--- config.mk ---
export PLATFORM = sky130hd
export DESIGN_NAME = sort_cmp
export DESIGN_NICKNAME = d
export VERILOG_FILES = /design/src/rtl/sort_cmp.sv
export SDC_FILE = /design/constraint.sdc
export NUM_CORES = 1
export LEC_CHECK = 0
export ABC_AREA = 1
export CAP_MARGIN = 20
export CORE_MARGIN = 5
export CORE_UTILIZATION = 60
export DETAILED_ROUTE_END_ITERATION = 12
export DONT_BUFFER_PORTS = 1
export PLACE_DENSITY = 0.76
export SLEW_MARGIN = 20
export SYNTH_ARGS = -nofsm -noshare
export SYNTH_HDL_FRONTEND = slang
export SYNTH_SLANG_ARGS = --single-unit
--- constraint.sdc ---
create_clock -name vclk -period 1.6
set_input_delay 0.08 -clock vclk [all_inputs]
set_output_delay 0.08 -clock vclk [all_outputs]
set_load 0.03 [all_outputs]
--- src/rtl/sort_cmp.sv ---
`default_nettype none
// ============================================================================
//  Module      : sort_cmp
//  Description : Neighbour comparator. Flags when cur breaks the requested
//                order relative to prev (ascending/descending, strict or not).
//  Revision    : 1.0  initial release
// ============================================================================
module sort_cmp #(
    parameter int DATA_W     = 32,
    parameter int SIGNED_CMP = 1
) (
    input  wire logic [DATA_W-1:0] prev,
    input  wire logic [DATA_W-1:0] cur,
    input  wire logic              descending,
    input  wire logic              strict,
    output logic                   violation
);

    logic w_lt;
    logic w_eq;
    logic w_gt;

    generate
        if (SIGNED_CMP != 0) begin : g_signed
            assign w_lt = $signed(cur) < $signed(prev);
        end else begin : g_unsigned
            assign w_lt = cur < prev;
        end
    endgenerate

    assign w_eq = (cur == prev);
    assign w_gt = !w_lt && !w_eq;

    // Equal neighbours only break the order when strict ordering is requested
    always_comb begin
        violation = descending ? (w_gt || (strict && w_eq))
                               : (w_lt || (strict && w_eq));
    end

endmodule
`default_nettype wire

==> impl_metrics.yaml, run 1 <==
global_route:
  grt_pass1_vias: 766
  grt_use_total: 0.133
  grt_max_degree: 6
  antenna_found_initial: 0
  grt_pass1_wl_um: 2930
  overflow: 0
worst_hold_path:
  hold_class: "primary input to output port"
floorplanning:
  die_x_um: 49.7
  initial_core_util: 0.629
  die_area_um2: 2470
  die_h_um: 49.7
  core_area_um2: 1510
  row_count: 14
  ios: 67
logic_synthesis:
  synth_compound_area_frac: 0.107
  synth_top_family_by_area: "adder cells"
  netlist.area_leader.share: 0.423
  synthDistinctLibCells: 17
  yosysSeqAreaShare: 0
  synth_top_area_cell: "ha_1"
  synthCells: 156
  synth_mux_area_frac: 0
  synth-simple-area-share: 0.296
  synthTopCellsByCount: "inv_1 (39), nand2_1 (39), ha_1 (32), a21oi_1 (12), nor2_1 (9)"
  yosysWarnings: 0
  synthTopCellsByArea: "ha_1 (42%), inv_1 (15%), nand2_1 (15%)"
  synth_xor_area_frac: 0
  syn_avg_cell_area_um2: 6.07
  synthesis.nets: 254
  syn_area_um2: 947
  synth_fa_ha_area_frac: 0.423
cts:
  post_cts_resized: 0
  hold_buffers: 0
  postCtsSetupBuffers: 0
placement:
  gp_congestion: 0.719
  hpwl_um: 1750
  dp_slack_ns: 0.0340
  io_buffers: 0
  placed_area_um2: 967
power_and_ir_drop:
  worst_ir_drop_vdd_v: 0.000105
  cellLeakagePower_nw: 0.654
  power_uw: 231
  power.density_nw_per_um2: 233
route:
  wire_per_inst_um: 10.4
  drtAntennaViolNets: 0
  drt_iter0_markers: 1
  vias_per_cell: 4.92
  drtPass1Iterations: 4
  drc: 0
  finalWirelength_um: 1790
  dr_total_vias: 847
finish:
  syn_to_final_growth_pct: 4.76
  design.seq.count: 0
  nNetsFinal: 256
  regArea_um2: 0
  fin_area_um2: 992
  multi_input_area_um2: 807
  final_core_util: 0.659
  clkbuf_count: 0
  diodes: 0
  drive_gt1_frac: 0.0897
  fillers: 140
sta:
  setup_slack_ns: 0.201
  slew_headroom: 0.880
  hold_violations: 0
  min_period_over_period: 0.874
  fmax_mhz: 715
  slew_violations: 0
  fin_crit_ns: 1.40
  tightest_slew_ns: 0.179
  setup_viol: 0
  rsz0062_at_grt: "false"
  setup_tns_ns: 0
setup_path:
  setup.worst_path.end: "violation"
  worstSetupStartpointType: "primary input"
  arrival_ns: 1.32
  path_class: "primary input to output port"
  end_kind: "output port"
  crit_path_max_fanout: 5
  startpoint: "prev[31]"
  worst-endpoint-required_ns: 1.52
flow_run:
  maxCapViolations: 0
outcome:
  status: "completed"
==> critical path, cell delays in order <==
cell,delay (ns)
inv_1,0.07
ha_4,0.22
nand2_1,0.07
inv_1,0.04
nor2_1,0.10
o21a_1,0.13
nand2_1,0.06
a21oi_2,0.16
nand2_2,0.08
nand2_1,0.05
nand3_1,0.10
nand3_4,0.15
==> final cells by class <==
| cell class | instances | area share |
|---|---|---|
| multi-input combinational | 112 | 0.813 |
| inverter | 44 | 0.166 |
| tap | 16 | 0.0202 |
==> kinds of logic (layout without fill, tap and decap cells) <==
group,count (synthesis),in the layout
simple gates,62,62
compound gates,18,18
buf+inv,44,44
fa+ha+maj,32,32
==> power breakdown <==
part / internal (mW) / switching (mW)
logic: 0.0992 / 0.132
registers: 0 / 0
clock network: 0 / 0
total: 0.0992 / 0.132
==> layout by cell type, fill, tap and decap left out <==
master,netlist,layout
a21o_1,1,1
a21oi_1,12,12
a21oi_2,1,1
clkinv_1,1,1
ha_1,32,31
ha_4,0,1
inv_1,39,39
inv_2,4,4
nand2_1,39,39
nand2_2,3,3
nand3_1,6,5
nand3_4,0,1
nand4_1,1,1
nand4_4,1,1
nor2_1,9,9
nor2_2,2,2
nor2_4,1,1
o21a_1,2,2
o21ai_0,2,2
==> worst min path at each step <==
stage / startpoint / to / slack [ns] / cells past startpoint
global placement: strict / violation / 0.45 / 2
finish: strict / violation / 0.36 / 2
CTS: strict / violation / 0.45 / 2
detailed placement: strict / violation / 0.45 / 2
floorplan: strict / violation / 0.43 / 2
global route: strict / violation / 0.38 / 2
==> stage by stage <==
step                hold slack (ns)  instances
floorplan                     0.432        156
global placement              0.447        172
detailed placement            0.448        172
CTS                           0.448        172
global route                  0.376        172
finish                        0.363        172
==> metal layers <==
layer / wire length, µm / vias to the layer above / share of wire / GRT usage
met5: 0 / - / 0 / 0
met4: 0 / 0 / 0 / 0
met3: 107 / 0 / 0.060 / 0.0241
met2: 866 / 34 / 0.48 / 0.222
met1: 815 / 326 / 0.46 / 0.186
li1: - / 487 / - / -
Power figures use the tool's default switching activity.
==> run 2, diff against run 1 <==
--- a/config.mk
+++ b/config.mk
@@ -6,11 +6,11 @@
 export NUM_CORES = 1
 export LEC_CHECK = 0
 export ABC_AREA = 1
+export BUFFER_PORTS_ARGS = -buffer_cell sky130_fd_sc_hd__buf_2
 export CAP_MARGIN = 20
 export CORE_MARGIN = 5
-export CORE_UTILIZATION = 60
+export CORE_UTILIZATION = 38
 export DETAILED_ROUTE_END_ITERATION = 12
-export DONT_BUFFER_PORTS = 1
 export PLACE_DENSITY = 0.76
 export SLEW_MARGIN = 20
 export SYNTH_ARGS = -nofsm -noshare
==> impl_metrics.yaml, run 2 (same netlist as run 1, synthesis figures left out) <==
finish:
  diodes: 0
  design.seq.count: 0
  clkbuf_count: 0
  syn_to_final_growth_pct: 70.5
  most-common-layout-cells: "buf_2 (66), inv_1 (31), nand2_1 (29)"
  fin_area_um2: 1620
  regArea_um2: 0
  nNetsFinal: 327
  multi_input_area_um2: 1040
  mostFrequentLayoutCell: "buf_2"
  fillers: 235
  final_core_util: 0.664
  drive_gt1_frac: 0.564
worst_hold_path:
  min_path_cells: 4
  hold_start: "strict"
  min_delay_worst_endpoint: "violation"
  hold_class: "primary input to output port"
sta:
  min_period_over_period: 0.934
  slew_headroom: 0.893
  setup_viol: 0
  slew_violations: 0
  fin_crit_ns: 1.49
  hold_violations: 0
  fmax_mhz: 669
  tightest_slew_ns: 0.160
  setup_slack_ns: 0.106
floorplanning:
  die_x_um: 59.9
  ios: 67
  core_area_um2: 2430
  initial_core_util: 0.389
  die_area_um2: 3590
  die_h_um: 59.9
  row_count: 18
route:
  drtPass1Iterations: 4
  vias_per_cell: 4.50
  wire_per_inst_um: 9.50
  dr_total_vias: 1157
  drtAntennaViolNets: 0
  finalWirelength_um: 2440
  drc: 0
  drt_iter0_markers: 16
setup_path:
  critical-path-top-delay-family: "simple AND/OR/NAND/NOR gates"
  critPathMaxStageDelay_ns: 0.28
  worstPathCellList: "buf_2 -> inv_1 -> ha_4 -> nand2_2 -> nor2_4 -> nand4_4 -> nor2_4 -> nand2_2 -> nand2_2 -> nand2_1 -> nand3_1 -> nand3_2 -> buf_6"
  timing.critical_path.mode_cell: "nand2_2"
  worst-endpoint-required_ns: 1.52
  crit_path_max_fanout: 3
  end_kind: "output port"
  crit_path_top_delay_cell: "ha_4"
  arrival_ns: 1.41
  worstSetupStartpointType: "primary input"
  path_class: "primary input to output port"
  cp_num_buf_inv: 3
  startpoint: "prev[23]"
power_and_ir_drop:
  pwr-share-comb: 1.000
  worst_ir_drop_vdd_v: 0.000170
  seqPwrFrac: 0
  power_uw: 422
  power.density_nw_per_um2: 262
  cellLeakagePower_nw: 0.946
  power_frac_clock: 0
  p_int_uw: 218
  swShare: 0.485
  p_sw_uw: 205
cts:
  hold_buffers: 0
flow_run:
  maxCapViolations: 0
global_route:
  grt_max_degree: 4
  antenna_found_initial: 0
  grt_use_total: 0.106
  grt_pass1_wl_um: 3190
  overflow: 0
  grt_pass1_vias: 909
placement:
  hpwl_um: 1960
  io_buffers: 67
  dp_slack_ns: 0.0124
  placed_area_um2: 1340
  gp_congestion: 0.728
outcome:
  status: "completed"
[run 2: cell count changes in the layout (fill, tap and decap cells not counted), sizes merged]
cell and change:
inv +1, buf +71, clkinv -1
[run 2: power groups by stage]
stage                     Sequential (mW)  Clock (mW)  Combinational (mW)
final                                   0           0               0.422
after global routing                    0           0               0.478
after CTS                               0           0               0.317
after detailed placement                0           0               0.315
after global placement                  0           0               0.310
after floorplan                         0           0               0.191
[run 2: cell type report]
| class | count | share of cell area |
|---|---|---|
| timing repair buffer | 71 | 0.232 |
| multi-input combinational | 112 | 0.642 |
| inverter | 44 | 0.102 |
| tap | 30 | 0.0232 |
[run 2: worst min-delay path, stage by stage]
cell	delay, ns
buf_2	0.07
nand2_1	0.05
nand3_2	0.07
buf_6	0.12
[run 2: repair_timing]
action,in CTS,in global routing
resized for setup,0,53
setup endpoints to repair,0,1
hold endpoints to repair,0,0
setup buffers,0,1
[run 2: routing by layer]
| layer | up-vias | GRT usage | share of wire |
|---|---|---|---|
| li1 | 627 | - | - |
| met1 | 498 | 0.133 | 0.38 |
| met2 | 32 | 0.204 | 0.54 |
| met3 | 0 | 0.00864 | 0.078 |
| met4 | 0 | 0 | 0 |
| met5 | - | 0 | 0 |
[run 2: through the flow]
| stage | TNS, ns | hold slack [ns] | std cells |
|---|---|---|---|
| finish | 0 | 0.485 | 257 |
| global route | -0.0259 | 0.519 | 257 |
| CTS | 0 | 0.536 | 256 |
| detailed placement | 0 | 0.536 | 256 |
| global placement | 0 | 0.539 | 256 |
| floorplan | 0 | 0.432 | 156 |
[run 2: worst max path at each step]
stage | depth (start not counted) | end | slack (ns)
final | 13 | violation | 0.11
after global routing | 15 | violation | -0.03
after CTS | 14 | violation | 0.007
after detailed placement | 14 | violation | 0.01
after global placement | 14 | violation | 0.03
after floorplan | 12 | violation | 0.17
==> run 3, diff against run 2 <==
--- a/config.mk
+++ b/config.mk
@@ -9,9 +9,9 @@
 export BUFFER_PORTS_ARGS = -buffer_cell sky130_fd_sc_hd__buf_2
 export CAP_MARGIN = 20
 export CORE_MARGIN = 5
-export CORE_UTILIZATION = 38
+export CORE_UTILIZATION = 44
 export DETAILED_ROUTE_END_ITERATION = 12
-export PLACE_DENSITY = 0.76
+export PLACE_DENSITY = 0.86
 export SLEW_MARGIN = 20
 export SYNTH_ARGS = -nofsm -noshare
 export SYNTH_HDL_FRONTEND = slang
==> impl_metrics.yaml, run 3 (same netlist as run 1, synthesis figures left out) <==
setup_path:
  worst-endpoint-required_ns: 1.52
  critPathMaxStageDelay_ns: 0.21
  worstPathCellList: "buf_2 -> inv_1 -> ha_4 -> a21oi_2 -> nor2_1 -> nor2_1 -> nand2_1 -> nand2_1 -> nand2_1 -> nand2_2 -> nand2_2 -> nand2_1 -> nand3_1 -> nand3_1 -> buf_6"
  end_kind: "output port"
  crit_path_top_delay_cell: "ha_4"
  arrival_ns: 1.45
  worstSetupStartpointType: "primary input"
  timing.critical_path.mode_cell: "nand2_1"
  path_class: "primary input to output port"
  crit_path_max_fanout: 3
floorplanning:
  die_h_um: 56.4
  ios: 67
  initial_core_util: 0.473
  die_area_um2: 3180
  die_x_um: 56.4
  row_count: 16
  core_area_um2: 2000
finish:
  nNetsFinal: 326
  fillers: 176
  diodes: 0
  most-common-layout-cells: "buf_2 (66), inv_1 (37), nand2_1 (36)"
  regArea_um2: 0
  mostFrequentLayoutCell: "buf_2"
  design.seq.count: 0
  syn_to_final_growth_pct: 60.6
  drive_gt1_frac: 0.478
  fin_area_um2: 1520
  clkbuf_count: 0
route:
  wire_per_inst_um: 9.47
  dr_total_vias: 1133
  drc: 0
  drtPass1Iterations: 4
  drtAntennaViolNets: 0
  finalWirelength_um: 2400
  vias_per_cell: 4.48
  drt_iter0_markers: 17
power_and_ir_drop:
  worst_ir_drop_vdd_v: 0.000148
  power.density_nw_per_um2: 256
  cellLeakagePower_nw: 0.933
placement:
  placed_area_um2: 1340
  io_buffers: 67
  gp_congestion: 0.772
  hpwl_um: 1960
global_route:
  grt_pass1_wl_um: 3640
  grt_use_total: 0.129
  grt_pass1_vias: 971
  overflow: 0
  grt_max_degree: 4
  antenna_found_initial: 0
sta:
  slew_headroom: 0.859
  slew_violations: 0
  tightest_slew_ns: 0.209
  fmax_mhz: 654
  fin_crit_ns: 1.53
  setup_viol: 0
  setup_tns_ns: 0
  min_period_over_period: 0.956
  hold_violations: 0
flow_run:
  maxCapViolations: 0
cts:
  postCtsSetupBuffers: 0
worst_hold_path:
  hold_class: "primary input to output port"
outcome:
  status: "completed"
run 3: report_power, final:
group | internal [mW] | switching (mW)
registers | 0 | 0
clock network | 0 | 0
logic | 0.199 | 0.190
total | 0.199 | 0.190
run 3: cell type report:
type	instances	area (µm²)	area share
inverters	44	165	0.109
multi-input cells	112	958	0.630
well taps	27	33.8	0.0222
repair buffers	70	364	0.239
run 3: per-layer routing:
| layer | GRT usage | share of wire | up-vias |
|---|---|---|---|
| met1 | 0.160 | 0.38 | 470 |
| met3 | 0.0161 | 0.063 | 0 |
| met4 | 0 | 0 | 0 |
| met5 | 0 | 0 | - |
| met2 | 0.247 | 0.56 | 35 |
| li1 | - | - | 628 |
run 3: what timing repair did:
action / CTS / global route
hold buffers: 0 / 0
hold endpoints to repair: 0 / 0
endpoints found under the setup margin: 0 / 1
gates resized for setup: 0 / 30
run 3: worst max-delay path: cells and delay by family:
family          cells  cell delay [ns]
compound gates      1             0.14
fa+ha+maj           1             0.21
buf+inv             3             0.31
simple gates       10             0.70
run 3: through the flow:
step / cells / hold slack, ns / worst slack (ns) / power, mW / util
CTS: 253 / 0.533 / 0.0169 / 0.316 / 0.669
global route: 253 / 0.526 / -0.0617 / 0.450 / 0.760
global placement: 253 / 0.535 / 0.0330 / 0.308 / 0.669
detailed placement: 253 / 0.532 / 0.0251 / 0.314 / 0.669
floorplan: 156 / 0.432 / 0.165 / 0.191 / -
finish: 253 / 0.512 / 0.0700 / 0.389 / 0.760
run 3: final timing paths:
path,startpoint,endpoint,slack [ns],depth (start not counted)
min,strict,violation,0.51,4
max,prev[5],violation,0.07,15
